### src/rtl/rat_intr_source.sv
// RAT MCU interrupt source: a debounced push-button press raises INTR until the ISR acks it with an OUT.
// Optional interrupt mask register, enabled by defining RAT_INTR_MASK_EN.
module rat_intr_source #(
    parameter int unsigned DEBOUNCE_CYCLES = 500000,
    parameter int unsigned CNT_W           = 20,
    parameter logic [7:0]  ACK_PORT_ID     = 8'h60,
    parameter logic [7:0]  STATUS_PORT_ID  = 8'h61,
    parameter logic [7:0]  COUNT_PORT_ID   = 8'h62,
    parameter logic [7:0]  MASK_PORT_ID    = 8'h63
) (
    input  logic       clk_i,
    input  logic       rst_i,
    input  logic       btn_raw_i,
    input  logic [7:0] port_id_i,
    input  logic [7:0] out_port_i,
    input  logic       io_strb_i,
    output logic [7:0] in_data_o,
    output logic       intr_o
);

    typedef enum logic [1:0] {
        STABLE_LO = 2'd0,
        RISE_CHK  = 2'd1,
        STABLE_HI = 2'd2,
        FALL_CHK  = 2'd3
    } db_state_e;

    localparam logic [CNT_W-1:0] CNT_MAX = CNT_W'(DEBOUNCE_CYCLES - 1);
    localparam logic [CNT_W-1:0] CNT_ONE = CNT_W'(1);

    logic             sync1_q, sync2_q;
    db_state_e        state_q, state_d;
    logic [CNT_W-1:0] cnt_q, cnt_d;
    logic             level_q, level_d;
    logic             press_q, press_d;
    logic             pending_q, pending_d;
    logic             overrun_q, overrun_d;
    logic [7:0]       count_q, count_d;
    logic             btn_s;
    logic             ack;
    logic             mask_bit;

    assign btn_s = sync2_q;
    assign ack   = io_strb_i && (port_id_i == ACK_PORT_ID);

    // NOTE: every variable gets a default at the top of the block so no path leaves it unassigned (no latch).
    always_comb begin
        state_d = state_q;
        cnt_d   = cnt_q;
        level_d = level_q;
        press_d = 1'b0;
        case (state_q)
            STABLE_LO: begin
                if (btn_s) begin
                    state_d = RISE_CHK;
                    cnt_d   = CNT_ONE;
                end
            end
            RISE_CHK: begin
                if (!btn_s) begin
                    state_d = STABLE_LO;
                    cnt_d   = '0;
                end else if (cnt_q == CNT_MAX) begin
                    state_d = STABLE_HI;
                    cnt_d   = '0;
                    level_d = 1'b1;
                    press_d = 1'b1;
                end else begin
                    cnt_d = cnt_q + CNT_ONE;
                end
            end
            STABLE_HI: begin
                if (!btn_s) begin
                    state_d = FALL_CHK;
                    cnt_d   = CNT_ONE;
                end
            end
            FALL_CHK: begin
                if (btn_s) begin
                    state_d = STABLE_HI;
                    cnt_d   = '0;
                end else if (cnt_q == CNT_MAX) begin
                    state_d = STABLE_LO;
                    cnt_d   = '0;
                    level_d = 1'b0;
                end else begin
                    cnt_d = cnt_q + CNT_ONE;
                end
            end
            default: begin
                state_d = STABLE_LO;
                cnt_d   = '0;
            end
        endcase
    end

    // A press arriving together with an ack wins: the request stays pending but overrun is cleared.
    always_comb begin
        pending_d = pending_q;
        overrun_d = overrun_q;
        count_d   = count_q;
        if (press_q) begin
            pending_d = 1'b1;
            overrun_d = ack ? 1'b0 : (overrun_q | pending_q);
            count_d   = count_q + 8'd1;
        end else if (ack) begin
            pending_d = 1'b0;
            overrun_d = 1'b0;
        end
    end

    // NOTE: sequential state uses non-blocking assignments so all flops update from pre-edge values.
    always_ff @(posedge clk_i) begin
        if (rst_i) begin
            sync1_q   <= 1'b0;
            sync2_q   <= 1'b0;
            state_q   <= STABLE_LO;
            cnt_q     <= '0;
            level_q   <= 1'b0;
            press_q   <= 1'b0;
            pending_q <= 1'b0;
            overrun_q <= 1'b0;
            count_q   <= 8'h00;
        end else begin
            sync1_q   <= btn_raw_i;
            sync2_q   <= sync1_q;
            state_q   <= state_d;
            cnt_q     <= cnt_d;
            level_q   <= level_d;
            press_q   <= press_d;
            pending_q <= pending_d;
            overrun_q <= overrun_d;
            count_q   <= count_d;
        end
    end

`ifdef RAT_INTR_MASK_EN
    logic mask_q, mask_d;
    logic unused_out_bits;

    assign unused_out_bits = ^out_port_i[7:1];
    assign mask_d = (io_strb_i && (port_id_i == MASK_PORT_ID)) ? out_port_i[0] : mask_q;

    always_ff @(posedge clk_i) begin
        if (rst_i) begin
            mask_q <= 1'b1;
        end else begin
            mask_q <= mask_d;
        end
    end

    assign mask_bit = mask_q;
    assign intr_o   = pending_q & mask_q;
`else
    logic unused_mask_in;

    assign unused_mask_in = ^{out_port_i, MASK_PORT_ID};
    assign mask_bit       = 1'b0;
    assign intr_o         = pending_q;
`endif

    always_comb begin
        in_data_o = 8'h00;
        if (port_id_i == STATUS_PORT_ID) begin
            in_data_o = {pending_q, overrun_q, level_q, mask_bit, 4'b0000};
        end else if (port_id_i == COUNT_PORT_ID) begin
            in_data_o = count_q;
        end
    end

endmodule
### config.mk
export PLATFORM = sky130hd
export DESIGN_NAME = rat_intr_source
export DESIGN_NICKNAME = d
export VERILOG_FILES = /design/src/rtl/rat_intr_source.sv
export SDC_FILE = /design/constraint.sdc
export NUM_CORES = 1
export LEC_CHECK = 0
export CORE_ASPECT_RATIO = 0.9
export CORE_MARGIN = 4
export CORE_UTILIZATION = 32
export CTS_BUF_LIST = sky130_fd_sc_hd__clkbuf_16
export DETAILED_ROUTE_END_ITERATION = 7
export PLACE_DENSITY = 0.62
export SYNTH_ARGS = -nofsm -noshare
export SYNTH_HDL_FRONTEND = slang
export SYNTH_SLANG_ARGS = --single-unit
### constraint.sdc
create_clock -name clk_i -period 1.8 [get_ports clk_i]
set_input_delay 0.36 -clock clk_i [delete_from_list [all_inputs] [get_ports clk_i]]
set_output_delay 0.36 -clock clk_i [all_outputs]
set_load 0.05 [all_outputs]
=== Yosys cells after proc, flatten, opt, wreduce, memory -nomap -nowiden ===
Index checks and enable logic that the tools add are counted.

* Equality and inequality tests: 15
* Bitwise operators: 3
* Add/sub/neg operators: 2
* Reduce and logical (&&, ||, !) cells: 8
* Multiplexer cells: 25

{| class="wikitable"
|+ Operator list
! kind !! count
|-
| 2-to-1 mux 20 bit || 5
|-
| case mux 20 bit (4 select lines) || 1
|-
| == test 8 x 7 -> 1 bit, second input constant || 3
|-
| adder 20 x 1 -> 20 bit, second input constant || 1
|-
| == test 20 x 19 -> 1 bit, second input constant || 1
|-
| 2-to-1 mux 8 bit || 2
|-
| 2-to-1 mux 2 bit || 6
|-
| != test 2 bit, second input constant || 6
|-
| 2-to-1 mux 1 bit || 9
|-
| adder 8 x 1 -> 8 bit, second input constant || 1
|-
| case mux 2 bit (4 select lines) || 1
|-
| != test 3 bit, second input constant || 2
|-
| AND reduction 5 bit || 1
|-
| == test 2 bit, second input constant || 2
|-
| AND reduction 4 bit || 1
|-
| nonzero test 2 bit || 2
|-
| OR reduction 3 bit || 1
|-
| == test 2 x 1 -> 1 bit, second input constant || 1
|-
| logical NOT 2 bit || 1
|-
| inverter 1 bit || 2
|-
| case mux 1 bit (2 select lines) || 1
|-
| AND reduction 2 bit || 1
|-
| logical AND 1 bit || 1
|-
| OR 1 bit || 1
|}

* Logic and storage cells: 62
* Register bits after elaboration: 36
* Output and inout bits: 9
* Input bits: 20

=== Logic depth before layout (Yosys ltp) ===
* Depth after elaboration: 4
* Mapped depth: 7
* Mapped depth without buffers: 6

=== Worst setup path before layout ===
Ideal clock, no wire load.

* Path kind: input to output
* Start point: input port_id_i[7]
* End point: output in_data_o[5]
* Stages: 3
* Slack: -0.049 ns
* Arrival time: 1.489 ns
* Data required time: 1.440 ns
* Buffers on the path: 0
* Path through: nor4b_1 nand3b_1 nor2_1

* Longest elaborated chain between the ends: 3
* Elaborated cells on any way between the ends: 4
* Those cells by class: 2 x eq/ne; 2 x mux

{| class="wikitable"
|+ RTL lines
! item !! line !! RTL
|-
| start: declaration || 14 || <nowiki>input logic [7:0] port_id_i,</nowiki>
|-
| == test 8 x 7 -> 1 bit || 166 || <nowiki>end else if (port_id_i == COUNT_PORT_ID) begin</nowiki>
|-
| 2-to-1 mux 8 bit || 166 ||
|-
| 2-to-1 mux 8 bit * || 164 || <nowiki>if (port_id_i == STATUS_PORT_ID) begin</nowiki>
|-
| end: declaration || 17 || <nowiki>output logic [7:0] in_data_o,</nowiki>
|}

Every way passes the cells marked *; elsewhere a longest branch is shown, timed or not.

=== Final worst setup path ===
* Start point: register cnt_q[5]
* End point: register cnt_q[19]

* Longest elaborated chain between the ends: 4
* Elaborated cells on any way between the ends: 6
* Those cells by class: 1 x add/sub; 1 x eq/ne; 4 x mux

{| class="wikitable"
|+ RTL lines
! item !! line !! RTL
|-
| start: declaration || 33 || <nowiki>logic [CNT_W-1:0] cnt_q, cnt_d;</nowiki>
|-
| start signal: assignment || 128 || <nowiki>cnt_q <= cnt_d;</nowiki>
|-
| adder 20 x 1 -> 20 bit / == test 20 x 19 -> 1 bit (equally long branches) || - ||
|-
| 2-to-1 mux 20 bit * || 63, 82 ||
|-
| 2-to-1 mux 20 bit (on tied branches) || 79, 60 ||
|-
| case mux 20 bit (4 select lines) * || 52 || <nowiki>case (state_q)</nowiki>
|}

Marks and branches as above.
A chain may end at the register's enable or synchronous reset.

==> run_results.csv <==
group,metric,value,unit
synth,synth_ff_type,"dfxtp_1",
synth,ys_types,45,
clock_network,htree_num_levels,2,
run,maxCapViolCount,0,
floorplan,dieWidth,88.8,um
placed_design,pre_cts_ws,-0.540,ns
power,p_leak,1.05,nW
critical_path,worstSetupStartpoint,"cnt_q[5]",
global_routing,gr-total-overflow,0,
critical_path,end_kind,"flop",
sta,worst_pin_slew,0.639,ns
critical_path,crit_path_max_fanout,7,
routing,drtAntennaViolNets,0,
placed_design,gp_congestion,0.900,
critical_path,cp-start-kind,"flop",
min_path,hold_path_startpoint,"sync1_q",
critical_path,crit_required,1.97,ns
power,power,0.00188,W
sta,relSlewSlack,0.572,
synth,synth_edf_count,0,
placed_design,dpl.hpwl,3.32,mm
layout,drive_above_1_share,0.336,
sta,fin_crit,1.81,ns
layout,final_common_cell,"dfxtp_1",
critical_path,arrival,1.98,ns
global_routing,grt_pass1_wl,7.84,mm
synth,syn-num-nets,238,
placed_design,placed_area,2380,um2
outcome,failed_checks,"setup timing",
floorplan,dieArea,7170,um2
clock_network,clkTransAtPathRegs,0.05,ns
layout,seq_area,723,um2
sta,finalSetupViolCount,1,
floorplan,ios,29,
power,vdd_drop_max,0.548,mV
clock_network,numCtsBuffers,5,
global_routing,antenna_found_initial,0,
layout,utilization,0.473,
critical_path,critPathKind,"flop to flop",
synth,async_flop_share,0,
routing,vias_per_cell,5.23,
clock_network,ctsHoldBuffers,0,
min_path,hold_class,"flop to flop",
synth,synth_cells,216,
global_routing,grt_pass1_vias,1707,
sta,clock_skew,0.00286,ns
global_routing,grt_max_degree,22,
critical_path,rrSetupSlack,-0.01,ns
synth,postSynthAreaPerCell,8.71,um2
clock_network,insertion_delay,0.28,ns
floorplan,start_util,0.331,
power,power_density,698,nW/um2
layout,area_growth,43.0,%
sta,fmax,552,MHz
layout,fill_cells,543,
sta,period_share,1.01,
routing,drt_iter0_drc,96,
layout,multiInputGateArea,1210,um2
layout,diodes,0,
clock_network,cts_root_buffer,"clkbuf_16",
routing,wl_per_cell,13.9,um
routing,num_vias,1738,
sta,setup_ws,-0.0124,ns
outcome,status,"complete, but fails checks",
layout,nNetsFinal,283,
clock_network,cts_tree,"built",
floorplan,rows,26,
synth,synth-seq-area-share,0.383,
critical_path,r2r_start,"cnt_q[5]",
sta,drv_slew,0,
clock_network,max-clock-path-buffers,2,
routing,drcViolationCount,0,
sta,rsz0062_at_grt,"yes",
floorplan,core_area,5690,um2
floorplan,dieHeight,80.8,um
synth,yosys_register_bits,36,
routing,wl,4.62,mm
layout,stdcell_area,2690,um2
routing,first_pass_iters,4,
sta,hold_violations,0,
clock_network,cts.sinks,36,
placed_design,portBuffers,20,
layout,most-common-layout-cells,"dfxtp_1, buf_4, nand2_1, nor2_1, a31oi_1",
sta,setup_tns,-0.0124,ns
global_routing,gr-usage-all-layers,0.138,
synth,netlist_area,1880,um2
synth,yosys_warnings,0,
## layout make-up
cell class                 instances  area share
clock inverter                     3      0.0158
timing repair buffer              47       0.178
tap                               70      0.0326
inverter                           6     0.00837
multi-input combinational        165       0.450
clock buffer                       5      0.0465
sequential                        36       0.269
## power by group
part | switching (W) | internal, W | total, W
Combinational | 0.0000443 | 0.0000439 | 0.0000882
Sequential | 0.00000765 | 0.000805 | 0.000812
Clock | 0.000329 | 0.000650 | 0.000979
## metrics by stage
stage / std cells / hold WS [ns]
3_5_place_dp: 323 / 0.430
5_1_grt: 332 / 0.462
4_1_cts: 332 / 0.443
2_1_floorplan: 216 / 0.414
3_3_place_gp: 323 / 0.426
6_report: 332 / 0.443
## logic make-up (layout without fill, tap and decap cells)
family                   count (synthesis)  count (layout)  share of synthesized area
flip-flops                              36              36                      0.383
AO/OA/AOI/OAI                           47              47                      0.177
buffers and inverters                   15              61                     0.0465
adder cells (fa/ha/maj)                  2               2                     0.0133
AND/OR/NAND/NOR                        101             101                      0.309
multiplexers                             3               3                     0.0160
XOR/XNOR                                12              12                     0.0559
## worst max-delay path, cell delays in order, from the launching register on
cell      delay (ns)
dfxtp_1         0.32
or4_1           0.56
nor3_2          0.24
a211oi_4        0.12
buf_6           0.15
a21o_1          0.15
a22o_1          0.17
## Yosys cell counts, types with 6 or more instances
cell	instances	area, um2
a31oi_1	11	68.8
o21ai_0	6	30.0
nand2_1	19	71.3
dfxtp_1	36	721
nand3_1	9	45.0
nor2_1	18	67.6
a21oi_1	9	45.0
and3_1	6	37.5
nand4_1	7	43.8
a22o_2	6	60.1
inv_1	6	22.5
xor2_1	9	78.8
nor2b_1	6	37.5
or3_1	6	37.5
## sequential cells by signal, indices dropped and copies added (netlist names), named ones only
register and count:
btn_s 1, cnt_q 20, count_q 8, intr_o 1
level_q 1, overrun_q 1, press_q 1, state_q 1
sync1_q 1
## layer usage
metal / track usage / up-vias / wire length (um)
li1: - / 886 / -
met1: 0.181 / 811 / 2190
met2: 0.220 / 34 / 2110
met3: 0.0375 / 7 / 252
met4: 0.0393 / 0 / 63
met5: 0 / - / 0
## worst paths after layout
| check | cells after the start | endpoint |
|---|---|---|
| setup / recovery | 6 | cnt_q[19] |
| hold / removal | 1 | btn_s |
| hold reg to reg | 1 | btn_s |
| setup reg to reg | 6 | cnt_q[19] |
## repair_timing
| action | 4_1_cts | 5_1_grt |
|---|---|---|
| pin swaps | 3 | 7 |
| gates resized for setup | 36 | 22 |
| setup buffers | 1 | 0 |
| endpoints found under the setup margin | 12 | 28 |
No activity file was read; power rests on OpenSTA's default activity.
